<file path="src/rtl/serial_frame_rx.sv">
// Serial frame receiver: start/data/parity/stop deframer feeding a one-entry
// output register with a valid/ready handshake and per-frame error pulses.
module serial_frame_rx #(
  parameter int unsigned WIDTH     = 4,
  parameter int unsigned PARITY_EN = 1
) (
  input  logic             clk,
  input  logic             rst_n,
  input  logic             sin,
  input  logic             bit_en,
  input  logic             out_ready,
  output logic [WIDTH-1:0] out_data,
  output logic             out_valid,
  output logic             par_err,
  output logic             frm_err,
  output logic             ovr_err,
  output logic             busy
);

  localparam int unsigned CW = $clog2(WIDTH) + 1;

  typedef enum logic [1:0] {
    IDLE   = 2'd0,
    DATA   = 2'd1,
    PARITY = 2'd2,
    STOP   = 2'd3
  } state_t;

  state_t           state;
  logic [CW-1:0]    cnt;
  logic [WIDTH-1:0] shift;
  logic             par_acc;
  logic             par_bad;

  // Deframing FSM, holding register handshake and error pulse generation.
  always_ff @(posedge clk or negedge rst_n) begin
    if (!rst_n) begin
      state     <= IDLE;
      cnt       <= '0;
      shift     <= '0;
      par_acc   <= 1'b0;
      par_bad   <= 1'b0;
      out_data  <= '0;
      out_valid <= 1'b0;
      par_err   <= 1'b0;
      frm_err   <= 1'b0;
      ovr_err   <= 1'b0;
      busy      <= 1'b0;
    end else begin
      // Error outputs are single-cycle pulses.
      par_err <= 1'b0;
      frm_err <= 1'b0;
      ovr_err <= 1'b0;

      // Consumer accept; a load below on the same edge overrides this.
      if (out_valid && out_ready) begin
        out_valid <= 1'b0;
      end

      if (bit_en) begin
        case (state)
          IDLE: begin
            if (!sin) begin
              state   <= DATA;
              busy    <= 1'b1;
              cnt     <= '0;
              par_acc <= 1'b0;
              par_bad <= 1'b0;
            end
          end

          DATA: begin
            shift   <= {shift[WIDTH-2:0], sin};
            par_acc <= par_acc ^ sin;
            cnt     <= cnt + CW'(1);
            if (cnt == CW'(WIDTH - 1)) begin
              state <= (PARITY_EN != 0) ? PARITY : STOP;
            end
          end

          PARITY: begin
            par_bad <= par_acc ^ sin;
            state   <= STOP;
          end

          STOP: begin
            state <= IDLE;
            busy  <= 1'b0;
            if (!sin) begin
              frm_err <= 1'b1;
            end else if (par_bad) begin
              par_err <= 1'b1;
            end else if (!out_valid || out_ready) begin
              out_data  <= shift;
              out_valid <= 1'b1;
            end else begin
              ovr_err <= 1'b1;
            end
          end

          default: begin
            state <= IDLE;
            busy  <= 1'b0;
          end
        endcase
      end
    end
  end

endmodule

</file>
<file path="config.mk">
export PLATFORM = sky130hd
export DESIGN_NAME = serial_frame_rx
export DESIGN_NICKNAME = d
export VERILOG_FILES = /design/src/rtl/serial_frame_rx.sv
export SDC_FILE = /design/constraint.sdc
export NUM_CORES = 1
export LEC_CHECK = 0
export CORE_UTILIZATION = 55
export DETAILED_ROUTE_END_ITERATION = 8
export PLACE_DENSITY_LB_ADDON = 0.12
export SYNTH_ARGS = -nofsm -noshare
export SYNTH_HDL_FRONTEND = slang
export SYNTH_SLANG_ARGS = --single-unit
export TNS_END_PERCENT = 50
</file>
<file path="constraint.sdc">
create_clock -name clk -period 2.2 [get_ports clk]
set_input_delay 0.55 -clock clk [delete_from_list [all_inputs] [get_ports clk]]
set_output_delay 0.55 -clock clk [all_outputs]
set_load 0.005 [all_outputs]
</file>
==> results.txt, run 1 <==
After floorplanning, the core was sized to cover 1540 um^2. For this run, global-route usage on met3 was measured as 4.26%. The tools report the required time at the endpoint of the critical path as 1.65 ns. From synthesis to final layout, the design area changed by 23.1%. The largest family of logic cells by synthesized area is multiplexers. In this run the worst setup path begins at busy. 14 I/O pins were placed. In this run the register-to-register setup slack is 0.65 ns.

The mux share of post-synthesis cell area works out to 14.6%. The kind of critical path is register to primary output. Following the worst setup path forward leads to its endpoint at busy. Averaged over all synthesized cells, the footprint is 12.7 um^2. The first detailed-routing pass took 2 iterations. The slew of the pin with the lowest slew margin came out at 0.248 ns. In this design, the largest share of critical-path delay is due to buffers and inverters.

The number of antenna violations at the first check in global routing is 0, and the flop and latch count out of synthesis is 20. Once the clock tree was built, the setup fixing pass inserted 0 buffers. Of all nets on the critical path, the largest fanout is 2. The maximum level of the CTS H-tree is 1. The final number of hold-violating endpoints was 0. The tools report the kind of capture point of the worst setup path as a primary output. The flow ran to the end, and the final reports show no timing, DRC or antenna violations. For the net count reported at finish, the log shows 105. The worst hold path belongs to the class register to register. The kind of launch point of the worst setup path is a register. After detailed routing, the number of remaining DRC violations is 0.

The maximum number of pins on one net before global-route repair is 21. The max-capacitance violation count came out at 0. In the global route stage, overall resource usage came out at 18.0%.

In this run the static leakage power is 0.000541 uW. Counting every net in the synthesized netlist gives 84. The post-synthesis adder-cell area fraction was 8.10%; the insertion delay of the later-clocked pin in the worst-skew pair was 0.29 ns.

Met1 layer usage reported by global route: 23.6%. The combined area of all synthesized cells came out at 927 um^2. Total power divided by cell area: 1200 nW/um^2. The total negative slack for setup checks was 0 ns; the delay of the slowest cell on the worst path was 0.50 ns. The number of instances in the synthesized netlist was 73; the total global routing overflow was 0. The longest clock path from root to sink contains 2 buffers. Summing over every cut layer, the via total after detailed routing is 583.

The library cell used most frequently in the layout, excluding fill and tap cells, is dfrtp_1. Clock-pin slew was measured on the worst setup and hold paths at 0.11 ns. After detailed routing, the total wire length is 1460 um. After detailed routing, the average wire length per cell comes to 13.3 um. Time the final worst path needs with I/O delays and setup: 1.72 ns. The tools report the clock sink count as 20.

CTS placed an instance of clkbuf_4 at the clock tree root. The Yosys step of the flow raised 0 warnings. The first global-routing pass estimated 2420 um of wire. Of the total synthesized cell area, the portion taken by AND, OR, NAND and NOR gates is 10.4%.

The tools report the endpoint of the worst-slack reg-to-reg timing path as out_data[3]. The run gives 0 as the number of pins exceeding their max-slew limit in the final report. The number of cells on the critical path was 1; the total CTS buffers was 3.

VDD sags by at most 0.673 mV. The synthesized-area fraction occupied by ao, oa, aoi and oai cells works out to 9.45%. TritonCTS built the clock tree. The buffer and inverter count on the worst path came out at 1. The number of routed nets with antenna violations is 0.

In this run the critical register-to-register path is launched from state[1]. Of the cells placed in the final design, the portion with a size suffix greater than 1 is 24.7%. From left edge to right edge, the die measures 43.1 um.

Global routing used 28.8% of the available met2 tracks. Of the total synthesized cell area, the portion taken by XOR and XNOR cells is 0%. The logs give 1.17 ns for the worst path arrival time and 83.5% for the relative slew slack. The run gives 0 as the number of resized instances in the post-cts repair step.

The distinct cell type count of the synthesized netlist is 24, and the quantity of I/O buffers inserted on ports is 13. Leaving out fill and tap cells, the most frequent cells in the layout are 20 x dfrtp_1, 13 x clkdlybuf4s50_1, 8 x mux2_2. The detailed router finished its first iteration with 10 violations.

Setup repair after global routing left no endpoint under its margin. The critical path goes through clkdlybuf4s50_1. The logs give 578 for the number of global-route vias before repair and 74.0% for the end-of-flow core utilization. The die is 43.1 um tall. The upper clock frequency limit was 0.580 GHz; the placement row count was 14.

The final setup violation count is 0. The number of cells on the worst reg-to-reg path is 4. In this run the most used layer during global routing was met2. The die covers 1850 um^2.

The antenna diode instance count came out at 0. The count of hold-fix buffers inserted at cts was 0; the number of inserted filler cells in the final layout was 124. The tools report the maximum clock skew at final layout as 0.00555 ns. The detailed-route vias per instance came out at 5.35. The tools report the initial core utilization as 60.1%.

Routability congestion estimate from global placement: 0.711. The cell with the largest stage delay on the worst path was clkdlybuf4s50_1. In the finished design, the share of the clock period the worst path needs comes to 78.3%. Summed over all nets, the half-perimeter wirelength after detailed placement is 1110 um. The register area share after synthesis was 54.0%.
-- power by group --
group	switching [uW]	internal, uW	total (uW)
combinational	234	327	561
sequential	87.7	511	599
clock	105	101	206
-- how the worst min path moves through the flow --
| stage | startpoint | endpoint | slack (ns) | cells past startpoint |
|---|---|---|---|---|
| after floorplan | rst_n | busy | 0.25 | 0 |
| after global placement | cnt[0] | cnt[0] | 0.47 | 1 |
| after detailed placement | cnt[0] | cnt[0] | 0.48 | 1 |
| after CTS | cnt[0] | cnt[0] | 0.50 | 1 |
| after global routing | cnt[0] | cnt[0] | 0.51 | 1 |
| final | cnt[0] | cnt[0] | 0.49 | 1 |
-- layout make-up --
cell class / instances / area (um^2) / area share (%)
Clock buffer: 4 / 36.3 / 3.18
Timing Repair Buffer: 18 / 168 / 14.7
Multi-Input combinational cell: 45 / 394 / 34.5
Inverter: 6 / 22.5 / 1.97
Tap cell: 16 / 20.0 / 1.75
Sequential cell: 20 / 500 / 43.9
-- through the flow --
stage / setup WS (ns) / instance area, um^2 / instances / total power [uW] / hold slack [ns]
global route: 0.435 / 1140 / 109 / 1470 / 0.514
floorplan: 0.637 / 927 / 73 / 956 / 0.254
global placement: 0.235 / 1100 / 105 / 1150 / 0.471
finish: 0.477 / 1140 / 109 / 1370 / 0.491
detailed placement: 0.218 / 1100 / 105 / 1170 / 0.484
CTS: 0.466 / 1140 / 109 / 1380 / 0.499
-- cell families after synthesis --
kind of cell,Yosys count
AOI/OAI and AO/OA,11
buffers and inverters,8
and+or+nand+nor,16
muxes,12
DFF,20
adders and majority gates,6
-- metal layers --
layer  vias up  wire length, um
met5         -                0
met1       273              708
met2        13              657
met3         4               60
met4         0               27
li1        293                -
-- synthesized netlist by cell type --
cell / n / share of area [%]
o21ai_2: 1 / 0.94
nand2b_1: 1 / 0.68
nor2_1: 3 / 1.2
nand4b_1: 3 / 2.8
ha_1: 6 / 8.1
dfrtp_1: 20 / 54
inv_1: 6 / 2.4
a21boi_4: 1 / 2.0
a21bo_2: 1 / 1.1
o221ai_1: 1 / 0.94
o21a_1: 2 / 1.6
nand2_1: 4 / 1.6
mux2_4: 1 / 1.6
clkbuf_2: 1 / 0.54
nand3b_1: 1 / 0.81
buf_2: 1 / 0.54
a21oi_1: 3 / 1.6
mux2i_1: 3 / 3.2
and2b_4: 1 / 1.1
nand3_1: 2 / 1.1
mux2_2: 8 / 9.7
and3b_2: 1 / 1.1
o21ai_0: 1 / 0.54
o22ai_1: 1 / 0.68
-- flip-flops by register name, indices dropped and copies added, names as in the netlist --
signal and cells:
cnt 3, state 2, out_data 4, par_bad 1
frm_err 1, ovr_err 1, par_acc 1, busy 1
shift 4, par_err 1, out_valid 1
Note: power is estimated with default switching activity, not from simulation.
==> run 2, diff against run 1 <==
- CORE_UTILIZATION: 55 -> 46
- clock period: 2.2 -> 1.4 ns (I/O delays scaled with it)
==> results.txt, run 2 (synthesis gave the netlist of run 1 again) <==
The logs give 2 (unchanged) for the maximum clock path buffer count and 20 (unchanged) for the clock sink count. Number of antenna violations at the first check in global routing: 0 (unchanged). The minimum hold slack was 0.385 ns (-0.106 ns); the slew of the pin with the lowest slew margin was 0.254 ns (+0.00680 ns).

The worst hold path belongs to the class input port to async pin. The internal power was 1850 uW (+97%); the peak ir drop on the vdd network was 1.27 mV (+89%). The total global routing overflow was 0 (unchanged); the height of the die was 46.9 um (+8.9%).

The final setup violation count is 5 (+5), and the reported net switching power is 801 uW (+88%). The highest metal layer carrying signal wires in the routed design is met4. The checks that failed: negative setup slack. The tools report the worst path arrival time as 1.64 ns (+0.47 ns). The final number of hold-violating endpoints came out at 0 (unchanged).

The worst setup path is of the register to register kind. The fraction of power spent switching nets was 30.2% (-1.0 points); the routability congestion estimate from global placement was 0.740 (+4.0%). The run gives 0 (unchanged) as the residual DRC count. The run gives 17.4% (+2.3 points) as the part of the total power dissipated in the clock network.

The worst path uses 103% of the clock period. The tools report the total negative slack for setup checks as -0.139 ns (-0.139 ns). The flow ran to the end, but the final reports show violations. The largest registers in the layout are out_data (4), shift (4), cnt (3). The net count reported at finish was 121 (+15%). In this run the worst setup path begins at state[1].

The tools report the required time at the endpoint of the critical path as 1.59 ns (-0.06 ns). Die area: 2200 um^2 (+19%). The wire length the detailed router placed on met1 was 799 um (+13%). The time the final worst path needs with I/O delays and setup is 1.45 ns, and the top-level I/O count is 14 (unchanged). The post-detailed-route wirelength per cell came out at 13.2 um (-0.99%). The origin of the critical flop-to-flop path is state[1]. Final worst slack: -0.0468 ns (-0.524 ns). TritonCTS built the clock tree. Worst slack at placement: -0.345 ns (-0.563 ns). The run gives 0 (unchanged) as the max-capacitance violation count. The root buffer cell chosen for the clock tree is clkbuf_4. The floorplan die width was 46.9 um (+8.9%). For the count of hold-fix buffers inserted at cts, the log shows 0 (unchanged). In the layout the commonest cells are 20 x dfrtp_1, 19 x buf_4, 9 x dlygate4sd2_1.

The summed area of non-filler cells in the final layout is 1330 um^2 (+16%). The number of vias in the routed layout was 672 (+15%). The run gives 3 (unchanged) as the total CTS buffers. The tools report the placement row count as 15 (+1). The run gives 0.00294 ns (-0.00260 ns) as the maximum clock skew at final layout. The tools report the insertion delay of the later-clocked pin in the worst-skew pair as 0.29 ns (about the same). The worst setup path is captured at a register. Initial core utilization: 51.5% (-8.7 points). The total placed instance area is 1170 um^2 (+6.0%), and the number of global-route vias before repair is 676 (+17%). The logs give 47.3% (+6.2 points) for the part of the total power dissipated in combinational logic and 1 (unchanged) for the maximum level of the CTS H-tree. The library cell used most frequently in the layout, excluding fill and tap cells, is dfrtp_1.

Timing would allow up to 0.691 GHz. The power share of the sequential group is 35.3% (-8.6 points). Global-route usage over all layers: 18.8% (+0.77 points). The number of pins exceeding their max-slew limit in the final report was 0 (unchanged); the number of DRC markers in iteration 0 was 7 (-3).

STA classifies the critical path startpoint as a register. The logs give 44 um (-27%) for the met3 wirelength from detailed routing and 83.0% (-0.45 points) for the relative slew slack. The iteration count of the initial detailed-routing pass is 4 (+2), and the total power divided by cell area is 2000 nW/um^2 (+67%). The cell depth of the worst flop-to-flop path came out at 4 (unchanged). Core region area: 1800 um^2 (+17%). The logs give 2860 um (+18%) for the global-route wire length before repair and 1770 um (+22%) for the final wirelength. The area growth from synthesis to layout is 42.9%.

The quantity of I/O buffers inserted on ports is 13 (unchanged). The run gives 0.000660 uW (+22%) as the total leakage power. The antenna diode instance count is 0 (unchanged), and the clock transition at the registers of the reported paths is 0.11 ns (about the same). The tools report the number of routed nets with antenna violations as 0 (unchanged). The detailed-route vias per instance came out at 5.01 (-6.2%).

The critical-path maximum fanout came out at 4 (+2). The maximum number of pins on one net before global-route repair came out at 21 (unchanged). The layout cell share with drive strength beyond 1 came out at 40.4% (+16 points).

The wire length on met2 is 919 um (+40%). Detailed placer's ending HPWL: 1270 um (+15%). Setup repair after global routing could not meet its margin everywhere.
## run 2: worst max-delay path, stage by stage (launching register included)
cell      delay, ns
dfrtp_1        0.40
ha_2           0.20
nand4b_1       0.11
and2b_4        0.30
mux2_2         0.33
## run 2: area by class of cell
cell class,count,area [um^2]
repair buffers,34,284
clock buffers,3,22.5
clock inverters,1,30.0
multi-input cells,45,432
inverters,6,25.0
flip-flops and latches,20,500
well taps,25,31.3
fillers,133,477
## run 2: repair_timing
item,in CTS,in global routing
buffers inserted,7,2
pin swaps,3,4
endpoints found under the setup margin,16,15
gates resized for setup,13,7
## run 2: power groups by stage
stage | Combinational, uW | Sequential (uW) | Clock, uW
2_1_floorplan | 606 | 932 | 0
5_1_grt | 1390 | 968 | 496
3_3_place_gp | 990 | 941 | 0
4_1_cts | 1130 | 935 | 471
3_5_place_dp | 1030 | 952 | 0
6_report | 1250 | 937 | 462
## run 2: path summary, 6_finish.rpt
path / to / slack (ns)
max in group asynchronous: par_bad / 0.81
worst max register to register: out_data[2] / -0.05
worst min register to register: out_data[0] / 0.53
worst min-delay path: out_data[3] / 0.39
min in group clk: out_data[0] / 0.53
worst max-delay path: out_data[2] / -0.05
## run 2: metrics by stage
stage / utilization [%] / total power (uW) / cells
after floorplan: - / 1540 / 73
after global placement: 65.0 / 1930 / 121
after detailed placement: 65.0 / 1990 / 121
after CTS: 70.8 / 2530 / 132
after global routing: 73.5 / 2860 / 134
final: 73.5 / 2650 / 134
## run 2: layer usage
layer,vias up,GRT usage [%]
li1,324,-
met1,330,22.4
met2,16,36.1
met3,2,3.46
met4,0,1.71
met5,-,0
==> run 3, diff against run 2 <==
- CAP_MARGIN: not set -> 15
- PLACE_DENSITY: not set -> 0.76
- PLACE_DENSITY_LB_ADDON: 0.12 -> not set
==> results.txt, run 3 (synthesis gave the netlist of run 1 again) <==
Kind of capture point of the worst setup path: a register. Minimum hold slack: 0.369 ns (-0.0158 ns). In the final layout, the registers with the most flip-flops are out_data (4), shift (4), cnt (3). The delay of the slowest cell on the worst path is 0.41 ns (about the same). The run gives 3 (unchanged) as the total CTS buffers. Maximum level of the CTS H-tree: 1 (unchanged). The tools report the total leakage power as 0.000631 uW (-4.4%). The met2 usage is 28.1% (-8.1 points), and the die area is 2200 um^2 (unchanged). The routability congestion estimate from global placement is 0.768 (+3.8%), and the relative slew slack is 82.5% (-0.56 points). The layout cell share with drive strength beyond 1 is 38.1% (-2.3 points). Time the final worst path needs with I/O delays and setup: 1.43 ns (-0.0196 ns). The top cell family by delay on the critical path is simple AND/OR/NAND/NOR gates. The upper clock frequency limit is 0.701 GHz (+1.4%), and the maximum clock path buffer count is 2 (unchanged).

For the number of vias in the routed layout, the log shows 634 (-5.7%). The kind of critical path is register to register. Leaving out fill and tap cells, the most frequent cell in the layout is dfrtp_1.

The clock transition at the registers of the reported paths came out at 0.10 ns (about the same). The number of pins exceeding their max-slew limit in the final report was 0 (unchanged); the detailed placer's ending HPWL was 1210 um (-5.0%). The tree is rooted in a clkbuf_4.

The tools report the core region area as 1800 um^2 (unchanged). The height of the die is 46.9 um (unchanged), and the total global routing overflow is 0 (unchanged). The max-capacitance violation count was 0 (unchanged); the number of routed nets with antenna violations was 0 (unchanged). The run gives 21 (unchanged) as the maximum number of pins on one net before global-route repair.

The min-delay analysis places its worst path in the category input port to async pin. The net count reported at finish is 118 (-2.5%), and the area growth from synthesis to layout is 35.2%. The tools report the placed cell count as 121 (unchanged).

The global-route usage over all layers was 17.9% (-0.85 points); the final worst-path cycle share was 102% (-1.4 points). The tools report the number of DRC markers in iteration 0 as 7 (unchanged). The required time at the endpoint of the critical path was 1.60 ns (about the same).

The detailed-route vias per instance came out at 4.88 (-2.8%). The residual DRC count was 0 (unchanged). For the worst path arrival time, the log shows 1.63 ns (about the same). After global routing, the most crowded layer is met2. Insertion delay of the later-clocked pin in the worst-skew pair: 0.30 ns (about the same).

The kind of launch point of the worst setup path was a register. The final number of hold-violating endpoints was 0 (unchanged); the quantity of I/O buffers inserted on ports was 13 (unchanged). The number of inserted filler cells in the final layout is 140 (+5.3%). For the maximum clock skew at final layout, the log shows 0.00130 ns (-0.00164 ns). For this design, the slowest cell found on the critical path is dfrtp_1. Floorplan die width: 46.9 um (unchanged). The final worst slack was -0.0272 ns (+0.0196 ns).

The tools report the number of antenna violations at the first check in global routing as 0 (unchanged). Placement row count: 15 (unchanged). The final setup violation count came out at 4 (-1). The critical-path maximum fanout was 4 (unchanged); the summed area of non-filler cells in the final layout was 1250 um^2 (-5.4%). The clock sink count was 20 (unchanged). The initial core utilization is 51.5% (unchanged), and the iteration count of the initial detailed-routing pass is 4 (unchanged). The routing usage on met3 was 6.15% (+2.7 points). The flow ran to the end, but the final reports show violations. Setup repair after global routing could not meet its margin everywhere. The slew of the pin with the lowest slew margin works out to 0.263 ns (+0.00840 ns). The number of global-route vias before repair is 610 (-9.8%), and the total power divided by cell area is 1860 nW/um^2 (-7.3%). TritonCTS built the clock tree.

The met1 layer usage reported by global route is 22.2% (-0.16 points), and the global-route wire length before repair is 2620 um (-8.4%). The logs give 1170 um^2 (unchanged) for the total placed instance area and 14 (unchanged) for the top-level I/O count. The checks that failed: negative setup slack. The post-detailed-route wirelength per cell came out at 12.9 um (-2.7%). For the post-layout instance count excluding filler cells, the log shows 130 (-3.0%). Peak ir drop on the vdd network: 1.20 mV (-5.6%). For the final wirelength, the log shows 1670 um (-5.6%). Traced cell by cell, the critical path runs through ha_2 > nand4b_1 > and2b_4 > mux2_4. The buffer and inverter count on the worst path was 0 (unchanged). In the layout the commonest cells are 20 x dfrtp_1, 17 x buf_4, 9 x dlygate4sd2_1. The tools report the antenna diode instance count as 0 (unchanged).
[run 3: cell types whose count changed in the layout (fill, tap and decap cells not counted), sizes merged]
cell    previous run  this run
buf               21        18
bufinv             1         0
[run 3: area by class of cell]
class | count | area [um^2] | share of cell area [%]
multi-input combinational | 45 | 419 | 33.4
sequential | 20 | 500 | 39.9
clock buffer | 3 | 22.5 | 1.80
inverter | 6 | 22.5 | 1.80
tap | 25 | 31.3 | 2.50
timing repair buffer | 31 | 258 | 20.6
[run 3: through the flow]
stage	TNS (ns)	power, uW	utilization [%]	setup WS, ns
floorplan	-0.137	1540	-	-0.0669
global placement	-3.38	1920	65.0	-0.323
detailed placement	-3.71	1960	65.0	-0.357
CTS	-0.216	2210	66.5	-0.0539
global route	-0.311	2500	69.6	-0.0558
finish	-0.0913	2330	69.6	-0.0272
[run 3: power by group]
part,switching [uW],internal [uW]
combinational,437,676
clock,171,101
sequential,140,803
[run 3: per-layer routing]
metal,vias up,part of all wire [%]
met2,16,42
met3,8,4.5
li1,317,-
met1,293,51
met4,0,2.2
met5,-,0
[run 3: path summary, 6_finish.rpt]
check,from,to,slack [ns],depth (start not counted)
worst max-delay path,state[0],out_data[0],-0.03,4
worst min-delay path,rst_n,state[0],0.37,2
worst max register to register,state[0],out_data[0],-0.03,4
worst min register to register,cnt[2],cnt[2],0.52,2
max in group asynchronous,rst_n,out_data[3],0.82,2
min in group clk,cnt[2],cnt[2],0.52,2
[run 3: worst register-to-register path, cell delays in order, from the launching register on]
cell	delay, ns
dfrtp_1	0.41
ha_2	0.20
nand4b_1	0.10
and2b_4	0.31
mux2_4	0.31
[run 3: repair_timing]
action / CTS / global route
pin swaps: 0 / 4
buffers inserted: 2 / 4
hold buffers: 0 / 0
resized for setup: 9 / 8
setup endpoints to repair: 14 / 9
